[src/rtl/data_mem_arbiter_pkg.sv]
// Shared definitions for the data-memory arbiter: ownership states, default widths
// and the address-rejection helper.
package data_mem_arbiter_pkg;

    localparam int unsigned DEF_ADDR_WIDTH = 14;
    localparam int unsigned DEF_DATA_WIDTH = 32;
    localparam logic [31:0] ALIGN_MASK     = 32'h0000_0003;

    typedef enum logic [1:0] {
        UNLOCKED = 2'd0,
        LOCKED0  = 2'd1,
        LOCKED1  = 2'd2
    } own_state_e;

    // Misaligned byte address, or any bit above the word-index range set.
    function automatic logic addr_reject(input logic [31:0] addr, input int unsigned aw);
        logic misaligned;
        logic out_of_range;
        misaligned   = (addr & ALIGN_MASK) != 32'd0;
        out_of_range = (addr >> (aw + 32'd2)) != 32'd0;
        return misaligned | out_of_range;
    endfunction

endpackage

[src/rtl/data_mem_arbiter_if.sv]
// Requester and memory-side signals of the data-memory arbiter.
interface data_mem_arbiter_if
    import data_mem_arbiter_pkg::*;
#(
    parameter int unsigned DATA_WIDTH = DEF_DATA_WIDTH
);
    logic                  req0;
    logic                  req1;
    logic                  writeEnable0;
    logic                  writeEnable1;
    logic [31:0]           address0;
    logic [31:0]           address1;
    logic [DATA_WIDTH-1:0] dataIn0;
    logic [DATA_WIDTH-1:0] dataIn1;
    logic                  lock0;
    logic                  lock1;
    logic                  gnt0;
    logic                  gnt1;
    logic                  rvalid0;
    logic                  rvalid1;
    logic [DATA_WIDTH-1:0] dataOut0;
    logic [DATA_WIDTH-1:0] dataOut1;
    logic                  err0;
    logic                  err1;
    logic [31:0]           memAddress;
    logic                  memWriteEnable;
    logic [DATA_WIDTH-1:0] memDataIn;
    logic [DATA_WIDTH-1:0] memDataOut;

    modport slave (
        input  req0, req1, writeEnable0, writeEnable1, address0, address1,
               dataIn0, dataIn1, lock0, lock1, memDataOut,
        output gnt0, gnt1, rvalid0, rvalid1, dataOut0, dataOut1, err0, err1,
               memAddress, memWriteEnable, memDataIn
    );

    modport master (
        output req0, req1, writeEnable0, writeEnable1, address0, address1,
               dataIn0, dataIn1, lock0, lock1, memDataOut,
        input  gnt0, gnt1, rvalid0, rvalid1, dataOut0, dataOut1, err0, err1,
               memAddress, memWriteEnable, memDataIn
    );
endinterface

[src/rtl/data_mem_arbiter_rr_pick.sv]
// Two-requester round-robin pick honouring the ownership lock; one-hot result.
module data_mem_arbiter_rr_pick
    import data_mem_arbiter_pkg::*;
(
    input  logic       i_req0,
    input  logic       i_req1,
    input  logic       i_last_gnt,
    input  own_state_e i_state,
    output logic [1:0] o_gnt_c
);
    always_comb begin
        o_gnt_c = 2'b00;
        case (i_state)
            UNLOCKED: begin
                // On a tie the port not granted most recently wins.
                if (i_req0 && i_req1) o_gnt_c = i_last_gnt ? 2'b01 : 2'b10;
                else                  o_gnt_c = {i_req1, i_req0};
            end
            LOCKED0: o_gnt_c = {1'b0, i_req0};
            LOCKED1: o_gnt_c = {i_req1, 1'b0};
            default: o_gnt_c = 2'b00;
        endcase
    end
endmodule

[src/rtl/data_mem_arbiter.sv]
// Shares one data-memory port between the CPU (port 0) and the debug/loader (port 1),
// with round-robin arbitration, an RMW lock and rejection of bad addresses.
module data_mem_arbiter
    import data_mem_arbiter_pkg::*;
#(
    parameter int unsigned ADDR_WIDTH = DEF_ADDR_WIDTH,
    parameter int unsigned DATA_WIDTH = DEF_DATA_WIDTH
)(
    input  logic               clk,
    input  logic               reset,
    data_mem_arbiter_if.slave  bus
);
    own_state_e            r_state;
    logic                  r_last_gnt;
    logic                  r_rvalid0;
    logic                  r_rvalid1;
    logic                  r_err0;
    logic                  r_err1;
    logic [DATA_WIDTH-1:0] r_dout0;
    logic [DATA_WIDTH-1:0] r_dout1;

    logic [1:0]            w_pick;
    logic [1:0]            w_gnt;
    logic [31:0]           w_addr;
    logic [DATA_WIDTH-1:0] w_wdata;
    logic                  w_we;
    logic                  w_lock;
    logic                  w_reject;

    data_mem_arbiter_rr_pick u_rr_pick (
        .i_req0     (bus.req0),
        .i_req1     (bus.req1),
        .i_last_gnt (r_last_gnt),
        .i_state    (r_state),
        .o_gnt_c    (w_pick)
    );

    // Granted-port mux; everything reads as idle while reset is high.
    always_comb begin
        w_gnt   = reset ? 2'b00 : w_pick;
        w_addr  = 32'd0;
        w_wdata = '0;
        w_we    = 1'b0;
        w_lock  = 1'b0;
        if (w_gnt[1]) begin
            w_addr  = bus.address1;
            w_wdata = bus.dataIn1;
            w_we    = bus.writeEnable1;
            w_lock  = bus.lock1;
        end else if (w_gnt[0]) begin
            w_addr  = bus.address0;
            w_wdata = bus.dataIn0;
            w_we    = bus.writeEnable0;
            w_lock  = bus.lock0;
        end
        w_reject = addr_reject(w_addr, ADDR_WIDTH);
    end

    assign bus.gnt0           = w_gnt[0];
    assign bus.gnt1           = w_gnt[1];
    assign bus.memAddress     = w_addr;
    assign bus.memDataIn      = w_wdata;
    assign bus.memWriteEnable = (|w_gnt) & w_we & ~w_reject & ~reset;

    assign bus.rvalid0  = r_rvalid0;
    assign bus.rvalid1  = r_rvalid1;
    assign bus.err0     = r_err0;
    assign bus.err1     = r_err1;
    assign bus.dataOut0 = r_dout0;
    assign bus.dataOut1 = r_dout1;

    // Ownership FSM and completion registers.
    always_ff @(posedge clk) begin
        if (reset) begin
            r_state    <= UNLOCKED;
            r_last_gnt <= 1'b1;
            r_rvalid0  <= 1'b0;
            r_rvalid1  <= 1'b0;
            r_err0     <= 1'b0;
            r_err1     <= 1'b0;
            r_dout0    <= '0;
            r_dout1    <= '0;
        end else begin
            r_rvalid0 <= w_gnt[0];
            r_rvalid1 <= w_gnt[1];
            r_err0    <= w_gnt[0] & w_reject;
            r_err1    <= w_gnt[1] & w_reject;
            if (w_gnt[0]) begin
                if (w_reject)  r_dout0 <= '0;
                else if (!w_we) r_dout0 <= bus.memDataOut;
            end
            if (w_gnt[1]) begin
                if (w_reject)  r_dout1 <= '0;
                else if (!w_we) r_dout1 <= bus.memDataOut;
            end
            if (|w_gnt) begin
                r_last_gnt <= w_gnt[1];
                if (w_lock) r_state <= w_gnt[1] ? LOCKED1 : LOCKED0;
                else        r_state <= UNLOCKED;
            end
        end
    end
endmodule
[src/flat_wrapper.sv]
// flat-port wrapper written by rule: the top's interface ports become plain ports
module data_mem_arbiter_flat import data_mem_arbiter_pkg::*;
#(
    parameter int unsigned ADDR_WIDTH = DEF_ADDR_WIDTH,
    parameter int unsigned DATA_WIDTH = DEF_DATA_WIDTH
)
  (clk, reset, bus_req0, bus_req1, bus_writeEnable0, bus_writeEnable1, bus_address0, bus_address1, bus_dataIn0, bus_dataIn1, bus_lock0, bus_lock1, bus_memDataOut, bus_gnt0, bus_gnt1, bus_rvalid0, bus_rvalid1, bus_dataOut0, bus_dataOut1, bus_err0, bus_err1, bus_memAddress, bus_memWriteEnable, bus_memDataIn);
  data_mem_arbiter_if #(.DATA_WIDTH(DATA_WIDTH)) bus_i ();
  input  logic clk;
  input  logic reset;
  input wire logic [$bits(bus_i.req0)-1:0] bus_req0;
  input wire logic [$bits(bus_i.req1)-1:0] bus_req1;
  input wire logic [$bits(bus_i.writeEnable0)-1:0] bus_writeEnable0;
  input wire logic [$bits(bus_i.writeEnable1)-1:0] bus_writeEnable1;
  input wire logic [$bits(bus_i.address0)-1:0] bus_address0;
  input wire logic [$bits(bus_i.address1)-1:0] bus_address1;
  input wire logic [$bits(bus_i.dataIn0)-1:0] bus_dataIn0;
  input wire logic [$bits(bus_i.dataIn1)-1:0] bus_dataIn1;
  input wire logic [$bits(bus_i.lock0)-1:0] bus_lock0;
  input wire logic [$bits(bus_i.lock1)-1:0] bus_lock1;
  input wire logic [$bits(bus_i.memDataOut)-1:0] bus_memDataOut;
  output wire logic [$bits(bus_i.gnt0)-1:0] bus_gnt0;
  output wire logic [$bits(bus_i.gnt1)-1:0] bus_gnt1;
  output wire logic [$bits(bus_i.rvalid0)-1:0] bus_rvalid0;
  output wire logic [$bits(bus_i.rvalid1)-1:0] bus_rvalid1;
  output wire logic [$bits(bus_i.dataOut0)-1:0] bus_dataOut0;
  output wire logic [$bits(bus_i.dataOut1)-1:0] bus_dataOut1;
  output wire logic [$bits(bus_i.err0)-1:0] bus_err0;
  output wire logic [$bits(bus_i.err1)-1:0] bus_err1;
  output wire logic [$bits(bus_i.memAddress)-1:0] bus_memAddress;
  output wire logic [$bits(bus_i.memWriteEnable)-1:0] bus_memWriteEnable;
  output wire logic [$bits(bus_i.memDataIn)-1:0] bus_memDataIn;
  assign bus_i.req0 = bus_req0;
  assign bus_i.req1 = bus_req1;
  assign bus_i.writeEnable0 = bus_writeEnable0;
  assign bus_i.writeEnable1 = bus_writeEnable1;
  assign bus_i.address0 = bus_address0;
  assign bus_i.address1 = bus_address1;
  assign bus_i.dataIn0 = bus_dataIn0;
  assign bus_i.dataIn1 = bus_dataIn1;
  assign bus_i.lock0 = bus_lock0;
  assign bus_i.lock1 = bus_lock1;
  assign bus_i.memDataOut = bus_memDataOut;
  assign bus_gnt0 = bus_i.gnt0;
  assign bus_gnt1 = bus_i.gnt1;
  assign bus_rvalid0 = bus_i.rvalid0;
  assign bus_rvalid1 = bus_i.rvalid1;
  assign bus_dataOut0 = bus_i.dataOut0;
  assign bus_dataOut1 = bus_i.dataOut1;
  assign bus_err0 = bus_i.err0;
  assign bus_err1 = bus_i.err1;
  assign bus_memAddress = bus_i.memAddress;
  assign bus_memWriteEnable = bus_i.memWriteEnable;
  assign bus_memDataIn = bus_i.memDataIn;
  data_mem_arbiter #(.ADDR_WIDTH(ADDR_WIDTH), .DATA_WIDTH(DATA_WIDTH)) u_core (.clk(clk), .reset(reset), .bus(bus_i));
endmodule
[config.mk]
export PLATFORM = sky130hd
export DESIGN_NAME = data_mem_arbiter_flat
export DESIGN_NICKNAME = d
export VERILOG_FILES = /design/src/rtl/data_mem_arbiter_pkg.sv /design/src/rtl/data_mem_arbiter_if.sv /design/src/rtl/data_mem_arbiter_rr_pick.sv /design/src/rtl/data_mem_arbiter.sv /design/src/flat_wrapper.sv
export SDC_FILE = /design/constraint.sdc
export NUM_CORES = 1
export LEC_CHECK = 0
export ABC_AREA = 1
export CORE_AREA = 3 3 117 119
export CTS_CLUSTER_DIAMETER = 50
export CTS_CLUSTER_SIZE = 16
export DETAILED_ROUTE_END_ITERATION = 8
export DIE_AREA = 0 0 120 122
export PLACE_DENSITY = 0.74
export SLEW_MARGIN = 20
export SYNTH_ARGS = -nofsm -noshare
export SYNTH_HDL_FRONTEND = slang
export SYNTH_SLANG_ARGS = --single-unit
[constraint.sdc]
create_clock -name clk -period 6.9 [get_ports clk]
set_input_delay 2.07 -clock clk [delete_from_list [all_inputs] [get_ports clk]]
set_output_delay 2.07 -clock clk [all_outputs]
set_load 0.05 [all_outputs]
# Yosys cells after proc, flatten, opt, wreduce, memory -nomap -nowiden
# Index checks and enable logic that the tools add are counted.
[op_classes]
addsub = 0
n_reduce_logical = 7
muxes = 16
eq_ne = 3
shifts = 0
n_lt_le_gt_ge = 0
multipliers = 0
div = 0
bitwise_logic = 8
[op_table]
columns = ["operator", "count"]
rows = [
  ["$mux W32", 6],
  ["$reduce_bool A32 Y1", 2],
  ["$mux W2", 5],
  ["$pmux W2 S3", 1],
  ["$and A1 B1 Y1", 5],
  ["$mux W1", 4],
  ["$reduce_and A2 Y1", 2],
  ["$eq A2 B1 Y1 const B", 1],
  ["$eq A2 B2 Y1 const B", 1],
  ["$logic_not A2 Y1", 1],
  ["$ne A2 B2 Y1 const B", 1],
  ["$not A1 Y1", 2],
  ["$reduce_or A2 Y1", 1],
  ["$logic_and A1 B1 Y1", 1],
  ["$or A1 B1 Y1", 1],
]
[totals]
out_inout_bits = 135
rom_bits = 0
inputBits = 168
regBits = 71
wordCells = 42
memories = 0
ram_bits = 0
latchBits = 0

# Depth between registers and ports, before layout
# Gate-level depths: netlist of the first run.
[depth]
ltp_word = 11
mapped_depth = 16
depth_no_buf = 14

# Hierarchy
# A second synthesis of the first run with hierarchy kept.
[unflattened]
cells_unflattened = 583
hier_area_um2 = 3844.9
[modules_own_cells]
columns = ["module", "n_inst", "cells_per_inst", "seq_area_each_um2", "area_each_um2"]
rows = [
  ["data_mem_arbiter", 1, 571, 1421.4, 3798.6],
  ["data_mem_arbiter_rr_pick", 1, 12, 0.0, 46.3],
]

# Worst setup path after synthesis of the first run
# No wires, ideal clock.
[synth_path]
path_type = "input -> output"
start = "input reset"
end = "output bus_memWriteEnable"
arrival_ns = 4.526
slack_ns = 0.304
n_path_buf = 2
t_required_ns = 4.830
stages = 12
path_cell_list = "inv_2 -> nand2_2 -> nor2_4 -> nand2_2 -> o21ai_0 -> nor2_1 -> nand2_1 -> nor2_4 -> nand3_2 -> buf_2 -> buf_4 -> inv_1"
[synth_between]
elab_chain_cells = 8
elab_cells_between_ends = 14
classes_between = "5 x mux; 6 x bitwise; 3 x reduce/logical"
[synth_rtl]
columns = ["item", "line_no", "rtl"]
rows = [
  ["start: declaration", "flat_wrapper.sv:10", "input logic reset;"],
  ["$mux W2 *", "data_mem_arbiter.sv:40", "w_gnt = reset ? 2'b00 : w_pick;"],
  ["$mux W32", "data_mem_arbiter.sv:50", "end else if (w_gnt[0]) begin"],
  ["$mux W32 *", "data_mem_arbiter.sv:45", "if (w_gnt[1]) begin"],
  ["via bus_memAddress[17]", "flat_wrapper.sv:30", "output wire logic [$bits(bus_i.memAddress)-1:0] bus_memAddress;"],
  ["$reduce_bool A32 Y1 *", "data_mem_arbiter_pkg.sv:20", "out_of_range = (addr >> (aw + 32'd2)) != 32'd0;"],
  ["$or A1 B1 Y1 *", "data_mem_arbiter_pkg.sv:21", "return misaligned | out_of_range;"],
  ["$not A1 Y1 *", "data_mem_arbiter.sv:63", "assign bus.memWriteEnable = (|w_gnt) & w_we & ~w_reject & ~reset;"],
  ["$and A1 B1 Y1 * (2 in series)", "data_mem_arbiter.sv:63", ""],
  ["end: declaration", "flat_wrapper.sv:31", "output wire logic [$bits(bus_i.memWriteEnable)-1:0] bus_memWriteEnable;"],
]
# Mark *: on every way through the listed nets, which the timed path passes. The rest lies on a longest branch.

# Worst setup path after layout of the first run
[layout_path]
start = "input bus_req1"
end = "output bus_memWriteEnable"
[layout_between]
elab_chain_cells = 11
elab_cells_between_ends = 16
classes_between = "7 x mux; 5 x bitwise; 4 x reduce/logical"
[layout_rtl]
columns = ["item", "line_no", "rtl"]
rows = [
  ["start: declaration", "flat_wrapper.sv:12", "input wire logic [$bits(bus_i.req1)-1:0] bus_req1;"],
  ["$logic_and A1 B1 Y1", "data_mem_arbiter_rr_pick.sv:16", "if (i_req0 && i_req1) o_gnt_c = i_last_gnt ? 2'b01 : 2'b10;"],
  ["$mux W2", "data_mem_arbiter_rr_pick.sv:16", ""],
  ["$pmux W2 S3 *", "data_mem_arbiter_rr_pick.sv:13", "case (i_state)"],
  ["$mux W2 *", "data_mem_arbiter.sv:40", ""],
  ["$mux W32", "data_mem_arbiter.sv:50", ""],
  ["$mux W32", "data_mem_arbiter.sv:45", ""],
  ["$reduce_bool A32 Y1, on equally long branches", "data_mem_arbiter_pkg.sv:19, data_mem_arbiter_pkg.sv:20", ""],
  ["$or A1 B1 Y1", "data_mem_arbiter_pkg.sv:21", ""],
  ["$not A1 Y1", "data_mem_arbiter.sv:63", ""],
  ["$and A1 B1 Y1 * (2 in series)", "data_mem_arbiter.sv:63", ""],
]
# Every way passes the cells marked *; elsewhere a longest branch is shown, timed or not.

==> impl_summary.txt, run 1 <==
----------------------------------------------------
[Floorplan]
  I/O Pins ... 303
  Die width ... around 120 um
  Core Region ... between 10000 and 15000 sq um
  Die Outline Area ... between 10000 and 15000 sq um
  Std-Cell Rows ... 41
  Initial standard-cell utilization of the core ... 0.303
  Height of the die ... 122 um

[Synth]
  Cells after Synth ... approximately 560
  Share of the synthesized area in the top cell type ... 0.370
  Ys Warns ... 0
  Share of the yosys chip area belonging to registers ... 0.370
  Flip-flop cell with the highest count after synthesis ... sky130_fd_sc_hd__dfxtp_1
  Mean Syn Cell Area ... between 6 and 7 sq um
  Post-synthesis instance area ... around 3800 sq um
  Leading post-synthesis cells by instance count ... 125 x sky130_fd_sc_hd__nand3_1, 89 x sky130_fd_sc_hd__nand2_1, 74 x sky130_fd_sc_hd__nor2_1, 71 x sky130_fd_sc_hd__dfxtp_1, 65 x sky130_fd_sc_hd__a21oi_1
  Library cell with the highest instance count after synthesis ... sky130_fd_sc_hd__nand3_1
  Top post-synthesis cells by area ... sky130_fd_sc_hd__dfxtp_1 37%, sky130_fd_sc_hd__nand3_1 16%, sky130_fd_sc_hd__a22o_1 11%
  Fraction of synthesis flops using an asynchronous set or reset pin ... 0
  Largest area contributor in the netlist ... sky130_fd_sc_hd__dfxtp_1
  Distinct cells, synth ... 24
  Flip-flop and latch count after synthesis ... about 70
  Nets in the synthesized netlist ... slightly above 700
  EDFF count, synth ... 0

[Job]
  Max-capacitance violation count ... 0

[Detailed routing]
  Number of nets still failing antenna checks after routing ... 0
  Remaining design rule violation count ... 0
  Number of vias per cell after detailed routing ... 4.93
  Post-Route WL ... 17800 um
  Avg WL per Cell ... between 15 and 20 um
  DRT Pass-1 Iters ... 5
  Number of DRC markers after the initial detailed-route iteration ... about 330
  Total via count after detailed routing ... 4949

[Worst setup path]
  Class of the most critical setup path ... input port to output port
  Worst reg2reg endpoint ... u_core.bus.dataOut1[4]$_SDFFE_PP0P_
  Setup crit end kind ... output port
  CP Data Arrival Time ... roughly 4.3 ns
  List of cells traversed by the critical path ... clkdlybuf4s50_1 > inv_1 > nor2_4 > nand2_2 > o21ai_0 > nor2_1 > nand2_1 > nor2_4 > nand3_4 > inv_1 > buf_12
  Required arrival time at the worst endpoint ... just under 5 ns
  Logic depth of the worst register-to-register path ... 13
  CP delay by family, top ... simple AND/OR/NAND/NOR gates
  Maximum fanout along the worst path ... 15
  Setup crit start kind ... input port
  Setup slack on the worst flop-to-flop path ... 3.76 ns
  Total number of cells along the worst setup path ... 11
  Slowest stage cell on the critical path ... sky130_fd_sc_hd__clkdlybuf4s50_1
  Largest stage delay, worst path ... 0.53 ns
  Worst r2r src ... u_core.r_state[0]$_SDFFE_PP0N_
  Critical path buffer and inverter count ... 4

[Power and ir drop]
  Power density relative to cell area ... between 200 and 250 nW/um^2
  Leakage power summed over all cells ... 3.16 nW
  Worst voltage drop across the vdd grid ... 0.142 mV

[Clocking]
  Buffer depth of the longest clock path ... 2
  Post-CTS Setup Bufs ... 0
  Number of hold-repair buffers added at the cts stage ... 0
  CTS Root Cell ... sky130_fd_sc_hd__clkbuf_16
  H-tree Lvls ... 3
  Post-cts resize count ... 0
  Number of clock buffers inserted by TritonCTS ... 9
  Clock tree from TritonCTS ... yes
  Clock edge transition at the registers on the reported setup and hold paths ... roughly 0.05 ns
  Sinks on Clock Net ... 71
  Clock latency on the worst-skew pair ... between 0.3 and 0.4 ns

[Timing]
  Worst setup skew after layout ... between 0.002 and 0.003 ns
  Final count of pins violating max slew ... 0
  Unrepaired setup endpoints after global routing ... false
  Least-Margin Pin Slew ... about 1.1 ns
  Number of failing setup endpoints in the final timing report ... 0
  F_max ... about 0.16 GHz
  Max-Slew Margin vs Limit ... 0.274
  Number of hold violations in the final report ... 0
  Min Clock Period, post-route ... about 6.3 ns
  Setup tns final ... 0 ns
  Tcrit/Tclk final ... 0.917

[Min path]
  Tightest Hold Check Type ... flop to flop
  Capture endpoint of the worst hold path ... u_core.bus.dataOut0[30]$_SDFFE_PP0P_
  Source of the worst hold timing path ... u_core.bus.dataOut0[30]$_SDFFE_PP0P_
  Hold Path Cell Cnt ... 2

[GRT]
  Number of antenna violations at the first check in global routing ... 0
  Global-route wire length before repair ... 26700 um
  Largest net degree at the start of global routing ... 120
  Vias in the first global route ... about 4600
  Final global-route overflow total ... 0
  GRT Overall Usage ... 0.231

[Placed design]
  Global placer's final weighted congestion ... 1.00
  Number of buffers inserted by port buffering ... 302
  Half-perimeter wire length after placement ... roughly 13000 um

[Layout]
  Nets ... between 900 and 1000
  Antenna cell count ... 0
  Share of final-layout standard cells stronger than drive strength 1 ... 0.129
  Syn-to-layout area delta ... 101%
  Share of the core filled with cells ... 0.611

[Run status]
  Result of the run ... finished, final reports clean

----------------------------------------------------
[layer usage]
metal | vias up | track usage | routed length [um]
met1 | 2246 | 0.292 | 7400
met3 | 27 | 0.0645 | 1520
met4 | 0 | 0.0787 | 432
met5 | - | 0 | 0
li1 | 2457 | - | -
met2 | 219 | 0.381 | 8430
[state kept, by name, summed over array words and instances (netlist names)]
name                 cells
u_core.bus.dataOut0     32
u_core.r_state           2
u_core.bus.dataOut1     32
u_core.r_last_gnt        1
u_core.bus.rvalid0       1
u_core.bus.rvalid1       1
u_core.bus.err1          1
u_core.bus.err0          1
[cell usage in the layout, fill, tap and decap left out]
cell                              synthesis  layout
sky130_fd_sc_hd__clkdlybuf4s50_1          0     235
sky130_fd_sc_hd__nand3_1                125     125
sky130_fd_sc_hd__nand2_1                 89      89
sky130_fd_sc_hd__nor2_1                  74      74
sky130_fd_sc_hd__dfxtp_1                 71      71
sky130_fd_sc_hd__a21oi_1                 65      65
sky130_fd_sc_hd__buf_12                   0      55
sky130_fd_sc_hd__a22o_1                  47      47
sky130_fd_sc_hd__buf_4                    1      21
sky130_fd_sc_hd__inv_1                   10      10
sky130_fd_sc_hd__clkbuf_16                0       9
sky130_fd_sc_hd__inv_2                    6       4
sky130_fd_sc_hd__clkinv_2                 0       4
sky130_fd_sc_hd__nor2_4                   3       3
sky130_fd_sc_hd__clkbuf_8                 0       3
sky130_fd_sc_hd__nand2_2                  2       2
sky130_fd_sc_hd__nand3_4                  1       2
sky130_fd_sc_hd__o21ai_1                  2       2
sky130_fd_sc_hd__o21ai_0                  2       2
sky130_fd_sc_hd__nand3_2                  2       1
sky130_fd_sc_hd__nor2_2                   1       1
sky130_fd_sc_hd__nand2_4                  1       1
sky130_fd_sc_hd__or2_1                    1       1
sky130_fd_sc_hd__o211ai_1                 1       1
sky130_fd_sc_hd__a32o_1                   1       1
sky130_fd_sc_hd__clkbuf_1                25       1
sky130_fd_sc_hd__bufinv_16                0       1
[cell families after synthesis]
kind of cell | count (synthesis) | share of synthesized area
AO/OA/AOI/OAI | 118 | 0.201
buffers and inverters | 71 | 0.0791
flip-flops | 71 | 0.370
AND/OR/NAND/NOR | 299 | 0.350
[final cells by class]
cell class / instances / area (sq um)
sequential: 71 / 1420
inverter: 16 / 62.6
clock buffer: 13 / 270
clock inverter: 3 / 40.0
multi-input combinational: 417 / 2130
timing repair buffer: 311 / 3610
fill: 1126 / 4920
tap: 172 / 215
[worst min-delay path, delay by kind of cell (launching register included)]
kind            cells  cell delay [ns]
simple gates        1             0.08
flops               1             0.32
compound gates      1             0.04
[stage by stage]
stage | instances | worst slack (ns) | hold WS, ns | total power [mW] | area, sq um
after floorplan | 559 | 0.304 | 0.445 | 0.813 | 3840
after global placement | 987 | 0.693 | 0.458 | 1.12 | 7440
after detailed placement | 987 | 0.578 | 0.467 | 1.12 | 7440
after CTS | 1003 | 0.562 | 0.481 | 1.60 | 7750
after global routing | 1003 | 0.366 | 0.503 | 1.65 | 7750
final | 1003 | 0.573 | 0.478 | 1.59 | 7750
[power by group]
part / total, mW / switching, mW / internal (mW) / leakage, nW
clock network: 0.473 / 0.165 / 0.308 / 0.156
registers: 0.453 / 0.0144 / 0.439 / 0.582
logic: 0.661 / 0.377 / 0.284 / 2.42
total: 1.59 / 0.556 / 1.03 / 3.16
[how the worst max path moves through the flow]
stage                   from                 end  slack, ns
global placement    bus_req1  bus_memWriteEnable       0.69
floorplan              reset  bus_memWriteEnable       0.30
detailed placement  bus_req1  bus_memWriteEnable       0.58
CTS                 bus_req1  bus_memWriteEnable       0.56
global route        bus_req1  bus_memWriteEnable       0.37
finish              bus_req1  bus_memWriteEnable       0.57
Power figures use the tool's default switching activity.
==> inputs of run 2 (changes only) <==
Settings changed: SYNTH_HIERARCHICAL set to 1.
==> run 2 against run 1 <==
- die area stayed put
- flip-flop and latch count unchanged
- clock power increased by 15%
- register-to-register slack better by 0.10 ns
- core utilization increased by 1.7 points
- clock skew is 0.0038 ns higher
- global-route usage about the same
- worst setup slack worse by 0.075 ns
- combinational power increased by 7.3%
- total power grew 7.3%
- non-clock buffer count fell by 1
- critical path type unchanged
- critical endpoint is now bus_memAddress[13]
- largest cell class unchanged
==> impl_summary.txt, run 2 <==
----------------------------------------------------
[Run status]
  Result of the run ... finished, final reports clean

[Synth]
  Largest area contributor in the netlist ... sky130_fd_sc_hd__dfxtp_1
  Cells after Synth ... 583 (+4.3%)
  Top post-synthesis cells by area ... sky130_fd_sc_hd__dfxtp_1 37%, sky130_fd_sc_hd__nand2_1 13%, sky130_fd_sc_hd__a22o_1 10%
  Mean Syn Cell Area ... 6.60 sq um (-4.1%)
  Flip-flop cell with the highest count after synthesis ... sky130_fd_sc_hd__dfxtp_1
  Fraction of synthesis flops using an asynchronous set or reset pin ... 0 (unchanged)
  Share of the yosys chip area belonging to registers ... 0.370 (unchanged)
  Nets in the synthesized netlist ... 751 (+3.3%)
  Share of the synthesized area in the top cell type ... 0.370 (unchanged)
  EDFF count, synth ... 0 (unchanged)
  Distinct cells, synth ... 21 (-13%)
  Library cell with the highest instance count after synthesis ... sky130_fd_sc_hd__nand2_1
  Leading post-synthesis cells by instance count ... 133 x sky130_fd_sc_hd__nand2_1, 98 x sky130_fd_sc_hd__nor2_1, 76 x sky130_fd_sc_hd__inv_1, 71 x sky130_fd_sc_hd__dfxtp_1, 46 x sky130_fd_sc_hd__a22o_1
  Ys Warns ... 6 (+6)
  Flip-flop and latch count after synthesis ... 71 (unchanged)
  Post-synthesis instance area ... 3840 sq um (unchanged)

[Power and ir drop]
  Clock power share ... 0.319 (+0.021)
  Switching power ... 0.588 mW (+5.8%)
  Leakage power summed over all cells ... 3.65 nW (+16%)
  Net switching fraction of the power ... 0.345 (-0.00504)
  Worst voltage drop across the vdd grid ... 0.119 mV (-17%)
  Share of total power in combinational logic ... 0.416 (about the same)
  Internal power component ... 1.12 mW (+8.2%)
  Power density relative to cell area ... 214 nW/um^2 (+4.5%)
  Sequential share of power ... 0.265 (-0.021)
  Post-layout power ... 1.70 mW (+7.3%)

[Timing]
  Number of hold violations in the final report ... 0 (unchanged)
  Final count of pins violating max slew ... 0 (unchanged)
  Number of failing setup endpoints in the final timing report ... 0 (unchanged)
  Worst setup skew after layout ... 0.00650 ns (+0.00378 ns)
  Unrepaired setup endpoints after global routing ... false
  Max-Slew Margin vs Limit ... 0.548 (+0.274)
  Tcrit/Tclk final ... 0.928 (+0.0109)
  Setup tns final ... 0 ns (unchanged)
  Min Clock Period, post-route ... 6.40 ns (+0.0752 ns)
  Least-Margin Pin Slew ... 0.678 ns (-0.411 ns)
  F_max ... 0.156 GHz (-1.2%)

[GRT]
  Number of antenna violations at the first check in global routing ... 1 (+1)
  Largest net degree at the start of global routing ... 65 (-46%)
  Vias in the first global route ... 4532 (-2.3%)
  GRT Overall Usage ... 0.231 (about the same)
  Global-route wire length before repair ... 25900 um (-3.0%)
  Final global-route overflow total ... 0 (unchanged)

[Min path]
  Tightest Hold Check Type ... flop to flop

[Floorplan]
  Initial standard-cell utilization of the core ... 0.303 (unchanged)
  Core Region ... 12700 sq um (unchanged)
  Die Outline Area ... 14600 sq um (unchanged)
  I/O Pins ... 303 (unchanged)
  Std-Cell Rows ... 41 (unchanged)
  Height of the die ... 122 um (unchanged)
  Die width ... 120 um (unchanged)

[Layout]
  Leading cell types in the layout, fill and taps excluded ... 236 x sky130_fd_sc_hd__clkdlybuf4s50_1, 133 x sky130_fd_sc_hd__nand2_1, 96 x sky130_fd_sc_hd__nor2_1
  Antenna cell count ... 0 (unchanged)
  Nets ... 1030 (+3.6%)
  Share of final-layout standard cells stronger than drive strength 1 ... 0.119 (-0.00996)
  Leading cell type in the layout, fill and taps excluded ... sky130_fd_sc_hd__clkdlybuf4s50_1
  Share of the core filled with cells ... 0.628 (+0.0167)
  Post-route cell area ... 7960 sq um (+2.7%)
  Filler-free cell count of the finished design ... 1039 (+3.6%)
  Syn-to-layout area delta ... 107%

[Clocking]
  Sinks on Clock Net ... 71 (unchanged)
  Number of hold-repair buffers added at the cts stage ... 0 (unchanged)
  Post-CTS Setup Bufs ... 0 (unchanged)
  Clock tree from TritonCTS ... yes
  Post-cts resize count ... 0 (unchanged)
  Number of clock buffers inserted by TritonCTS ... 9 (unchanged)
  Clock latency on the worst-skew pair ... 0.32 ns (about the same)
  CTS Root Cell ... sky130_fd_sc_hd__clkbuf_16
  Buffer depth of the longest clock path ... 2 (unchanged)
  H-tree Lvls ... 3 (unchanged)
  Clock edge transition at the registers on the reported setup and hold paths ... 0.05 ns (about the same)

[Worst setup path]
  Setup crit start kind ... input port
  Setup crit end kind ... output port
  Maximum fanout along the worst path ... 53 (+38)
  Class of the most critical setup path ... input port to output port
  CP Data Arrival Time ... 4.33 ns (+0.07 ns)
  Required arrival time at the worst endpoint ... 4.83 ns (about the same)

[Detailed routing]
  Number of vias per cell after detailed routing ... 4.65 (-5.8%)
  Number of DRC markers after the initial detailed-route iteration ... 376 (+13%)
  Remaining design rule violation count ... 0 (unchanged)
  Avg WL per Cell ... 16.9 um (-4.8%)
  Number of nets still failing antenna checks after routing ... 0 (unchanged)
  DRT Pass-1 Iters ... 5 (unchanged)
  Post-Route WL ... 17500 um (-1.4%)
  Total via count after detailed routing ... 4830 (-2.4%)

[Placed design]
  Number of buffers inserted by port buffering ... 302 (unchanged)
  Cell count after placement ... 1023 (+3.6%)
  Area after DPL ... 7600 sq um (+2.2%)
  Half-perimeter wire length after placement ... 14000 um (+6.0%)
  Global placer's final weighted congestion ... 0.898 (-10%)

[Job]
  Max-capacitance violation count ... 0 (unchanged)

----------------------------------------------------
## run 2: changes by cell type in the layout (fill, tap and decap cells not counted), sizes merged, moves of 20 or more
cell and change:
inv +64, a21oi -40, nand2 +44, nand3 -83
nand4 +20, nor2 +23
## run 2: kinds of logic after synthesis
family | count (synthesis) | share of synthesized area
buffers and inverters | 121 | 0.137
AND/OR/NAND/NOR | 302 | 0.331
flip-flops | 71 | 0.370
AO/OA/AOI/OAI | 89 | 0.162
## run 2: through the flow
step                      setup slack [ns]  hold WS (ns)
after global routing                 0.267         0.489
after floorplan                      0.492         0.420
final                                0.498         0.449
after global placement               0.512         0.431
after detailed placement             0.510         0.437
after CTS                            0.495         0.451
## run 2: path summary, 6_finish.rpt
| path | startpoint | end | slack, ns | cells after the start |
|---|---|---|---|---|
| max | bus_req1 | bus_memAddress[13] | 0.50 | 10 |
| max reg2reg | u_core/r_state[1]$_SDFFE_PP0N_ | u_core/bus.dataOut0[0]$_SDFFE_PP0P_ | 3.86 | 17 |
| min | u_core/r_last_gnt$_SDFFE_PP1N_ | u_core/r_last_gnt$_SDFFE_PP1N_ | 0.45 | 2 |
| min reg2reg | u_core/r_last_gnt$_SDFFE_PP1N_ | u_core/r_last_gnt$_SDFFE_PP1N_ | 0.45 | 2 |
## run 2: layout make-up
cell class	instances	area, sq um
Timing Repair Buffer	310	3760
Clock inverter	5	104
Multi-Input combinational cell	391	1910
Inverter	79	298
Fill cell	1151	4710
Sequential cell	71	1420
Tap cell	172	215
Clock buffer	11	253
## run 2: critical path: stages
cell and delay, ns:
sky130_fd_sc_hd__clkdlybuf4s50_1 0.48, sky130_fd_sc_hd__inv_1 0.04, sky130_fd_sc_hd__nor2_1 0.08, sky130_fd_sc_hd__nand2_1 0.06, sky130_fd_sc_hd__inv_1 0.16, sky130_fd_sc_hd__nand2_2 0.18
sky130_fd_sc_hd__clkinv_2 0.24, sky130_fd_sc_hd__buf_4 0.51, sky130_fd_sc_hd__a22o_1 0.34, sky130_fd_sc_hd__buf_12 0.16
## run 2: layer usage
metal / global-route usage / up-vias / part of all wire
li1: - / 2427 / -
met1: 0.266 / 2161 / 0.38
met2: 0.402 / 221 / 0.50
met3: 0.0956 / 19 / 0.10
met4: 0.0515 / 2 / 0.015
met5: 0 / - / 0.00063
## run 2: power by group through the flow
stage / combinational [mW] / sequential, mW / clock (mW)
after floorplan: 0.285 / 0.546 / 0
after global placement: 0.709 / 0.458 / 0
after detailed placement: 0.711 / 0.460 / 0
after CTS: 0.713 / 0.451 / 0.554
after global routing: 0.748 / 0.454 / 0.573
final: 0.709 / 0.451 / 0.544
